[config.mk]
export PLATFORM = sky130hd
export DESIGN_NAME = uart_cfg_dump_tx
export DESIGN_NICKNAME = d
export VERILOG_FILES = /design/src/rtl/uart_cfg_dump_tx.sv
export SDC_FILE = /design/constraint.sdc
export NUM_CORES = 1
export LEC_CHECK = 0
export BUFFER_PORTS_ARGS = -buffer_cell sky130_fd_sc_hd__buf_2
export CAP_MARGIN = 0
export CORE_MARGIN = 8
export CORE_UTILIZATION = 58
export CTS_BUF_LIST = sky130_fd_sc_hd__clkbuf_16
export DETAILED_ROUTE_END_ITERATION = 10
export GPL_TIMING_DRIVEN = 0
export PLACE_DENSITY = 0.78
export SETUP_SLACK_MARGIN = 0.02
export SYNTH_ARGS = -nofsm -noshare
export SYNTH_HDL_FRONTEND = slang
export SYNTH_SLANG_ARGS = --single-unit
[constraint.sdc]
create_clock -name clk10mhz -period 3.04 [get_ports clk10mhz]
set_input_delay 0.608 -clock clk10mhz [delete_from_list [all_inputs] [get_ports clk10mhz]]
set_output_delay 0.608 -clock clk10mhz [all_outputs]
set_load 0.03 [all_outputs]
[src/rtl/uart_cfg_dump_tx.sv]
// uart_cfg_dump_tx: framed config-snapshot UART transmitter with parity, stop bits, request queuing and auto-repeat
module uart_cfg_dump_tx #(
    parameter int CLK_HZ    = 10000000,
    parameter int BAUD      = 115200,
    parameter int NBYTES    = 4,
    parameter int PARITY    = 0,
    parameter int STOP_BITS = 1,
    parameter int GAP_BITS  = 1000
) (
    input  logic                clk10mhz,
    input  logic                rst,
    input  logic [8*NBYTES-1:0] cfgData,
    input  logic                dumpReq,
    input  logic                autoEn,
    output logic                uTx,
    output logic                txBusy,
    output logic                dumpDone,
    output logic [5:0]          byteIdx
);
    localparam int DIV    = (CLK_HZ + BAUD / 2) / BAUD;
    localparam int GAPCYC = GAP_BITS * DIV;
    localparam int BW     = $clog2(DIV + 1);
    localparam int GW     = $clog2(GAPCYC + 1);

    typedef enum logic [2:0] {IDLE, START, DATA, PAR, STOP, GAP} stateT;

    stateT               state, nxt;
    logic [BW-1:0]       baudCnt;
    logic [GW-1:0]       gapCnt;
    logic [2:0]          bitCnt;
    logic [8*NBYTES-1:0] snap;
    logic [7:0]          csum, cfgXor, curByte;
    logic                pending, bitEnd, gapEnd, frameEnd, lastByte, packetEnd, accept, parityBit;

    always_comb begin
        cfgXor = '0;
        for (int i = 0; i < NBYTES; i++) cfgXor = cfgXor ^ cfgData[8*i +: 8];
    end

    assign bitEnd    = baudCnt == BW'(DIV - 1);
    assign gapEnd    = gapCnt == GW'(GAPCYC - 1);
    assign lastByte  = byteIdx == 6'(NBYTES + 1);
    assign curByte   = byteIdx == 6'd0 ? 8'hA5 : lastByte ? csum : snap[7:0];
    assign parityBit = ^curByte ^ (PARITY == 1);
    assign frameEnd  = state == STOP && bitEnd && bitCnt == 3'(STOP_BITS - 1);
    assign packetEnd = frameEnd && lastByte;
    assign accept    = (state == IDLE || state == GAP) && nxt == START;
    assign txBusy    = state == START || state == DATA || state == PAR || state == STOP;
    assign uTx       = state == START ? 1'b0 : state == DATA ? curByte[bitCnt] : state == PAR ? parityBit : 1'b1;

    always_comb begin
        nxt = state;
        case (state)
            IDLE:    if (dumpReq || pending) nxt = START;
            START:   if (bitEnd) nxt = DATA;
            DATA:    if (bitEnd && bitCnt == 3'd7) nxt = PARITY != 0 ? PAR : STOP;
            PAR:     if (bitEnd) nxt = STOP;
            STOP:    if (frameEnd) nxt = !lastByte ? START : (autoEn && !pending && !dumpReq) ? GAP : IDLE;
            GAP:     if (dumpReq || pending || (gapEnd && autoEn)) nxt = START;
                     else if (gapEnd) nxt = IDLE;
            default: nxt = IDLE;
        endcase
    end

    always_ff @(posedge clk10mhz) begin
        if (rst) begin
            state    <= IDLE;
            baudCnt  <= '0;
            gapCnt   <= '0;
            bitCnt   <= '0;
            byteIdx  <= '0;
            pending  <= 1'b0;
            dumpDone <= 1'b0;
            snap     <= '0;
            csum     <= '0;
        end else begin
            state    <= nxt;
            dumpDone <= packetEnd;
            pending  <= !accept && (pending || (dumpReq && txBusy));
            baudCnt  <= (accept || bitEnd || !txBusy) ? '0 : baudCnt + 1'b1;
            gapCnt   <= state == GAP ? gapCnt + 1'b1 : '0;
            if (bitEnd) bitCnt <= nxt == state ? bitCnt + 3'd1 : 3'd0;
            if (accept) begin
                byteIdx <= '0;
                snap    <= cfgData;
                csum    <= cfgXor;
            end else if (frameEnd && !lastByte) begin
                byteIdx <= byteIdx + 6'd1;
                if (byteIdx != 6'd0) snap <= snap >> 8;
            end
        end
    end
endmodule

==> results.cfg, run 1 <==
[place]
gp_congestion = 0.8922
dp_cells = 579
dpl.hpwl_mm = 6.715
portBuffers = 44
place_ws_ns = 0.2482

[setup_path]
slowest_stage = dfxtp_1
worstPathMaxFanout = 5
cp_data_required_time_ns = 2.43
crit_path_start_kind = flip-flop
crit_path_end_kind = output pin
critical_path_class = reg2out
path_cells = inv_1 -> ha_1 -> and2_1 -> o21ai_1 -> a221o_1 -> a31oi_1 -> a311oi_1 -> a41o_1 -> buf_2
crit_family = compound AO/OA/AOI/OAI gates
path_buf_inv = 2
cp.arrival_ns = 2.38
crit_path_max_incr_delay_ns = 0.38

[synthesis]
netlist_area_um2 = 3964
synth_fp_nets = 500
synth_seq_area_share_pct = 39.39
ys_async_sr_fraction_pct = 0
ys_ff_latch = 78
synthFlopType = dfxtp_1
synth_cells = 455
synth-edff-count = 0
postSynthAreaPerCell_um2 = 8.712
yosysWarnings = 0
yosys.area.top_type_share_pct = 39.39
synth_area_leaders = dfxtp_1, xnor2_1, a21oi_1
synth_area_leader_cell = dfxtp_1
synth_cell_types = 53

[global_routing]
grt_usage_pct = 20.46
grt_overflow = 0
antenna_found_initial = 0
grt_pass1_vias = 3534
grt_pass1_wl_mm = 16.44
grt_max_degree = 13

[final_layout]
drive_above_1_share_pct = 17.35
nets = 555
mostFrequentLayoutCell = dfxtp_1
syn_to_final_growth_pct = 17.58
final_util_pct = 69.37
antenna_cells = 0
layout_common_cells = dfxtp_1, buf_2, xnor2_1
stdcell_count = 593
fill_cells = 525

[die]
initial_core_util_pct = 58.99
core_um2 = 6719
fp.dieW_um = 98.67
num_rows = 30
die_area_um2 = 9736
dieHeight_um = 98.67
num_io_pins = 45

[drt]
drtIter0Drc = 254
finalWirelength_mm = 9.597
viasPerCell = 5.966
drtPass1Iterations = 5
drc_errors = 0
final_antenna_net_count = 0
wire_per_inst_um = 16.18
vias = 3538

[job]
cap_viol_max_count = 0

[sta]
max_freq_mhz = 334.6
worstMarginPinSlew_ns = 0.5642
finalSetupTns_ns = 0
fin_skew_ns = 0.004018
setup_violations = 0
min_period_over_period_pct = 98.30
rsz0062_at_grt = yes
fin_crit_ns = 2.988
setup_slack_ns = 0.05174
finalHoldViolCount = 0
slew_headroom_pct = 62.04
drv_slew = 0

[clock_tree]
cts_made_buffers = 9
worstSkewPairLatency_ns = 0.33
cts.path.max_buffers = 2
ctsHtreeMaxLevel = 3
cts_tree = done
path_clk_slew_ns = 0.06
clkSinkCount = 78
clockRootBuffer = clkbuf_16

[power]
p_leak_uw = 0.001712
ir_drop_uv = 427.4
p_per_area_nw_per_um2 = 602.0

[min_path]
hold_class = reg2reg

[outcome]
status = finished, final reports clean
==> worst register-to-register path: stages (launching register included) <==
cell	delay, ns
dfxtp_1	0.31
clkbuf_1	0.19
inv_1	0.20
ha_1	0.16
nor2b_1	0.13
nand4bb_1	0.30
o221a_2	0.42
a211oi_2	0.30
buf_4	0.24
buf_6	0.16
nor2_1	0.06
a211oi_2	0.18
==> where the power goes <==
part / switching (µW) / internal [µW] / total [µW] / leakage [µW]
Combinational: 212 / 184 / 396 / 0.000907
Sequential: 48.4 / 1080 / 1130 / 0.000637
Clock: 406 / 873 / 1280 / 0.000169
==> final timing paths <==
path               from        end  slack [ns]  cells after the start
max reg2reg   bitCnt[0]    csum[3]        0.32                     11
min           gapCnt[0]  gapCnt[0]        0.46                      1
min reg2reg   gapCnt[0]  gapCnt[0]        0.46                      1
max          byteIdx[1]        uTx        0.05                      9
==> layer usage <==
| metal | part of all wire [%] | wire (µm) | vias to the layer above | GRT usage [%] |
|---|---|---|---|---|
| met2 | 47 | 4512 | 140 | 33.86 |
| li1 | - | - | 1722 | - |
| met4 | 1.1 | 106 | 0 | 8.146 |
| met1 | 45 | 4339 | 1663 | 25.47 |
| met5 | 0 | 0 | - | 0 |
| met3 | 6.7 | 639 | 13 | 4.017 |
==> Yosys cell counts, types with 2 or more instances <==
cell       instances
a221oi_1           2
nor2_1            47
ha_1               9
o21ai_0            9
inv_1              7
a211oi_1           5
dfxtp_1           78
nand4b_1           2
a21o_1             3
xnor2_1           47
nand4_1            5
a22oi_1           24
a32o_1             2
nand4bb_1          2
buf_4              2
xor2_1            15
buf_2              9
a211oi_2           5
nor3_1             3
nor4_1             2
nand2_1           30
or2_2              2
nand3_1           41
and2_1             4
buf_1              2
and3_1             6
clkbuf_1          11
buf_6              2
nor2b_1            4
mux2i_1            4
and4_1             2
a21oi_1           43
or3_1              6
==> repair_timing <==
item	4_1_cts	5_1_grt
endpoints found under the hold margin	0	0
cloned	0	0
buffers inserted	0	0
endpoints found under the setup margin	1	14
hold buffers	0	0
resized for setup	6	3
==> registers in the layout, indices dropped and copies added (netlist names) <==
signal,count
snap,32
gapCnt,17
csum,8
baudCnt,7
byteIdx,6
bitCnt,3
state,3
dumpDone,1
pending,1
==> logic make-up after synthesis <==
family	Yosys count	share of synthesized area (%)
buffers and inverters	33	3.977
adder cells (fa/ha/maj)	9	2.841
XOR/XNOR	62	13.70
AND/OR/NAND/NOR	165	21.34
flip-flops	78	39.39
AO/OA/AOI/OAI	103	17.46
multiplexers	5	1.294
==> layout make-up <==
cell class,count,area [µm²],area share (%)
Clock inverter,5,123.9,2.658
Multi-Input combinational cell,344,2265,48.59
Inverter,7,26.28,0.5638
Buffer,26,137.6,2.953
Sequential cell,78,1563,33.53
Clock buffer,9,225.2,4.832
Tap cell,80,100.1,2.148
Timing Repair Buffer,44,220.2,4.725
==> through the flow <==
stage               instance area, µm²  hold WS (ns)  power, µW
finish                            4661        0.4607       2806
global route                      4661        0.4807       2901
CTS                               4648        0.4667       2816
detailed placement                4284        0.4555       1541
global placement                  4284        0.4282       1532
floorplan                         3964        0.4175       1435
(Power assumes the default switching activity.)
==> run 2, diff against run 1 <==
- ABC_AREA: unset -> 1
- CORE_UTILIZATION: 58 -> 59
- PLACE_DENSITY: 0.78 -> 0.79
==> results.cfg, run 2 <==
[outcome]
status = finished, final reports clean

[global_routing]
grt_pass1_wl_mm = 18.04
grt_max_degree = 13
grt_pass1_vias = 4083
antenna_found_initial = 0
grt_overflow = 0
grt_usage_pct = 21.67

[power]
combPwrFrac_pct = 13.1
p_int_uw = 1997
power.switching_uw = 663.1
p_leak_uw = 0.002165
sequentialPowerShare_pct = 41.7
clkPwrFrac_pct = 45.2
ir_drop_uv = 378.3
p_per_area_nw_per_um2 = 528.0
p_sw_share_pct = 24.92

[die]
die_area_um2 = 10280
num_io_pins = 45
core_um2 = 7176
dieHeight_um = 101.4
num_rows = 31
initial_core_util_pct = 59.97
fp.dieW_um = 101.4

[final_layout]
multiInputGateArea_um2 = 2332
antenna_cells = 0
syn_to_final_growth_pct = 17.10
largest_reg_flops = 32
fill_cells = 597
top_register = snap
final_util_pct = 70.22
nets = 756
layout_common_cells = nand2_1, nor2_1, inv_1
largestRegisters = snap x32, gapCnt x17, csum x8
mostFrequentLayoutCell = nand2_1
ff_latch_area_um2 = 1568
drive_above_1_share_pct = 14.01
stdcell_count = 813

[synthesis]
synth_xor_area_share_pct = 6.310
synth_cell_types = 34
synth_fp_nets = 701
ys_ff_latch = 78
postSynthAreaPerCell_um2 = 6.559
ys_async_sr_fraction_pct = 0
synth_area_leaders = dfxtp_1, nand2_1, nor2_1
synth_cells = 656
synth_compound_area_share_pct = 7.880
yosys.area.top_type_share_pct = 36.29
synth_top_family_by_area = simple AND/OR/NAND/NOR gates
yosys.area_share.adder_pct = 2.617
yosysMostFrequentCell = nand2_1
synth_common_cells = nand2_1, nor2_1, inv_1, dfxtp_1, nand3_1
synth_seq_area_share_pct = 36.29
yosysWarnings = 0
synthFlopType = dfxtp_1
synth_area_leader_cell = dfxtp_1
netlist_area_um2 = 4303
synth-edff-count = 0
synth_simple_gate_area_share_pct = 36.35
muxShareOfSynthArea_pct = 0

[sta]
setup_slack_ns = 0.1859
setup_violations = 0
fin_crit_ns = 2.854
slew_headroom_pct = 60.50
min_period_over_period_pct = 93.88
finalSetupTns_ns = 0
fin_skew_ns = 0.008249
finalHoldViolCount = 0
drv_slew = 0
worstMarginPinSlew_ns = 0.5925
max_freq_mhz = 350.4
hold_ws_ns = 0.4492

[job]
cap_viol_max_count = 0

[clock_tree]
path_clk_slew_ns = 0.06
clockRootBuffer = clkbuf_16
cts_tree = done
cts_made_buffers = 9
clkSinkCount = 78
worstSkewPairLatency_ns = 0.34
ctsHtreeMaxLevel = 3
cts.path.max_buffers = 2
cts_hold_buf = 0

[place]
dpl.hpwl_mm = 7.869
portBuffers = 43
gp_congestion = 0.9194
dp_cells = 798
place_ws_ns = 0.2775

[drt]
viasPerCell = 5.293
vias = 4303
final_antenna_net_count = 0
drtPass1Iterations = 5
drc_errors = 0
finalWirelength_mm = 10.95
wire_per_inst_um = 13.47
drtIter0Drc = 233

[setup_path]
worstPathMaxFanout = 10
critical_path_class = reg2out
cp.arrival_ns = 2.25
cp_data_required_time_ns = 2.43
crit_path_end_kind = output pin
crit_path_start_kind = flip-flop

[min_path]
hold_class = reg2reg
-- run 2: path summary, 6_finish.rpt --
kind                             endpoint  cells past startpoint  slack, ns        from
worst max-delay path                  uTx                     15       0.19  byteIdx[0]
worst min register to register  gapCnt[0]                      1       0.45   gapCnt[0]
worst min-delay path            gapCnt[0]                      1       0.45   gapCnt[0]
worst max register to register   snap[15]                     13       0.76  baudCnt[0]
-- run 2: area by class of cell --
type | count | area share (%)
multi-input combinational | 464 | 46.29
sequential | 78 | 31.11
inverter | 94 | 7.003
clock buffer | 9 | 4.470
timing repair buffer | 44 | 4.470
tap | 99 | 2.458
buffer | 20 | 2.210
clock inverter | 5 | 1.987
-- run 2: per-stage QoR --
step,area [µm²],total power (µW)
after CTS,4969,2657
after floorplan,4303,1361
after global placement,4642,1458
after detailed placement,4642,1469
after global routing,5039,2760
final,5039,2661
-- run 2: power groups by stage --
stage	combinational (µW)	sequential (µW)	clock [µW]
detailed placement	339	1130	0
finish	347	1110	1200
global route	389	1110	1260
floorplan	238	1120	0
global placement	331	1130	0
CTS	344	1110	1200
-- run 2: logic make-up (layout without fill, tap and decap cells) --
logic type,Yosys count,count (layout)
xor+xnor,31,31
flops,78,78
buf+inv,114,172
compound gates,64,64
fa+ha+maj,9,9
simple gates,360,360
-- run 2: metal layers --
layer | wire length, µm | global-route usage [%] | up-vias
li1 | - | - | 2184
met1 | 4748 | 26.25 | 1947
met2 | 5381 | 37.45 | 149
met3 | 589 | 4.055 | 23
met4 | 228 | 7.331 | 0
met5 | 0 | 0 | -
-- run 2: what timing repair did --
| item | CTS | global route |
|---|---|---|
| setup endpoints to repair | 1 | 1 |
| buffers inserted | 0 | 1 |
| gates resized for setup | 1 | 22 |
-- run 2: worst max-delay path, stage by stage (launching register included) --
cell and delay, ns:
dfxtp_4 0.38, inv_1 0.07, ha_1 0.21, nand4_1 0.15
buf_6 0.16, nand2_1 0.06, nor2_1 0.13, nand2_1 0.07
nand2_1 0.10, inv_1 0.04, nand2_1 0.05, nand2_1 0.07
nor2_1 0.09, nor2_1 0.05, nor2_1 0.08, clkbuf_4 0.19
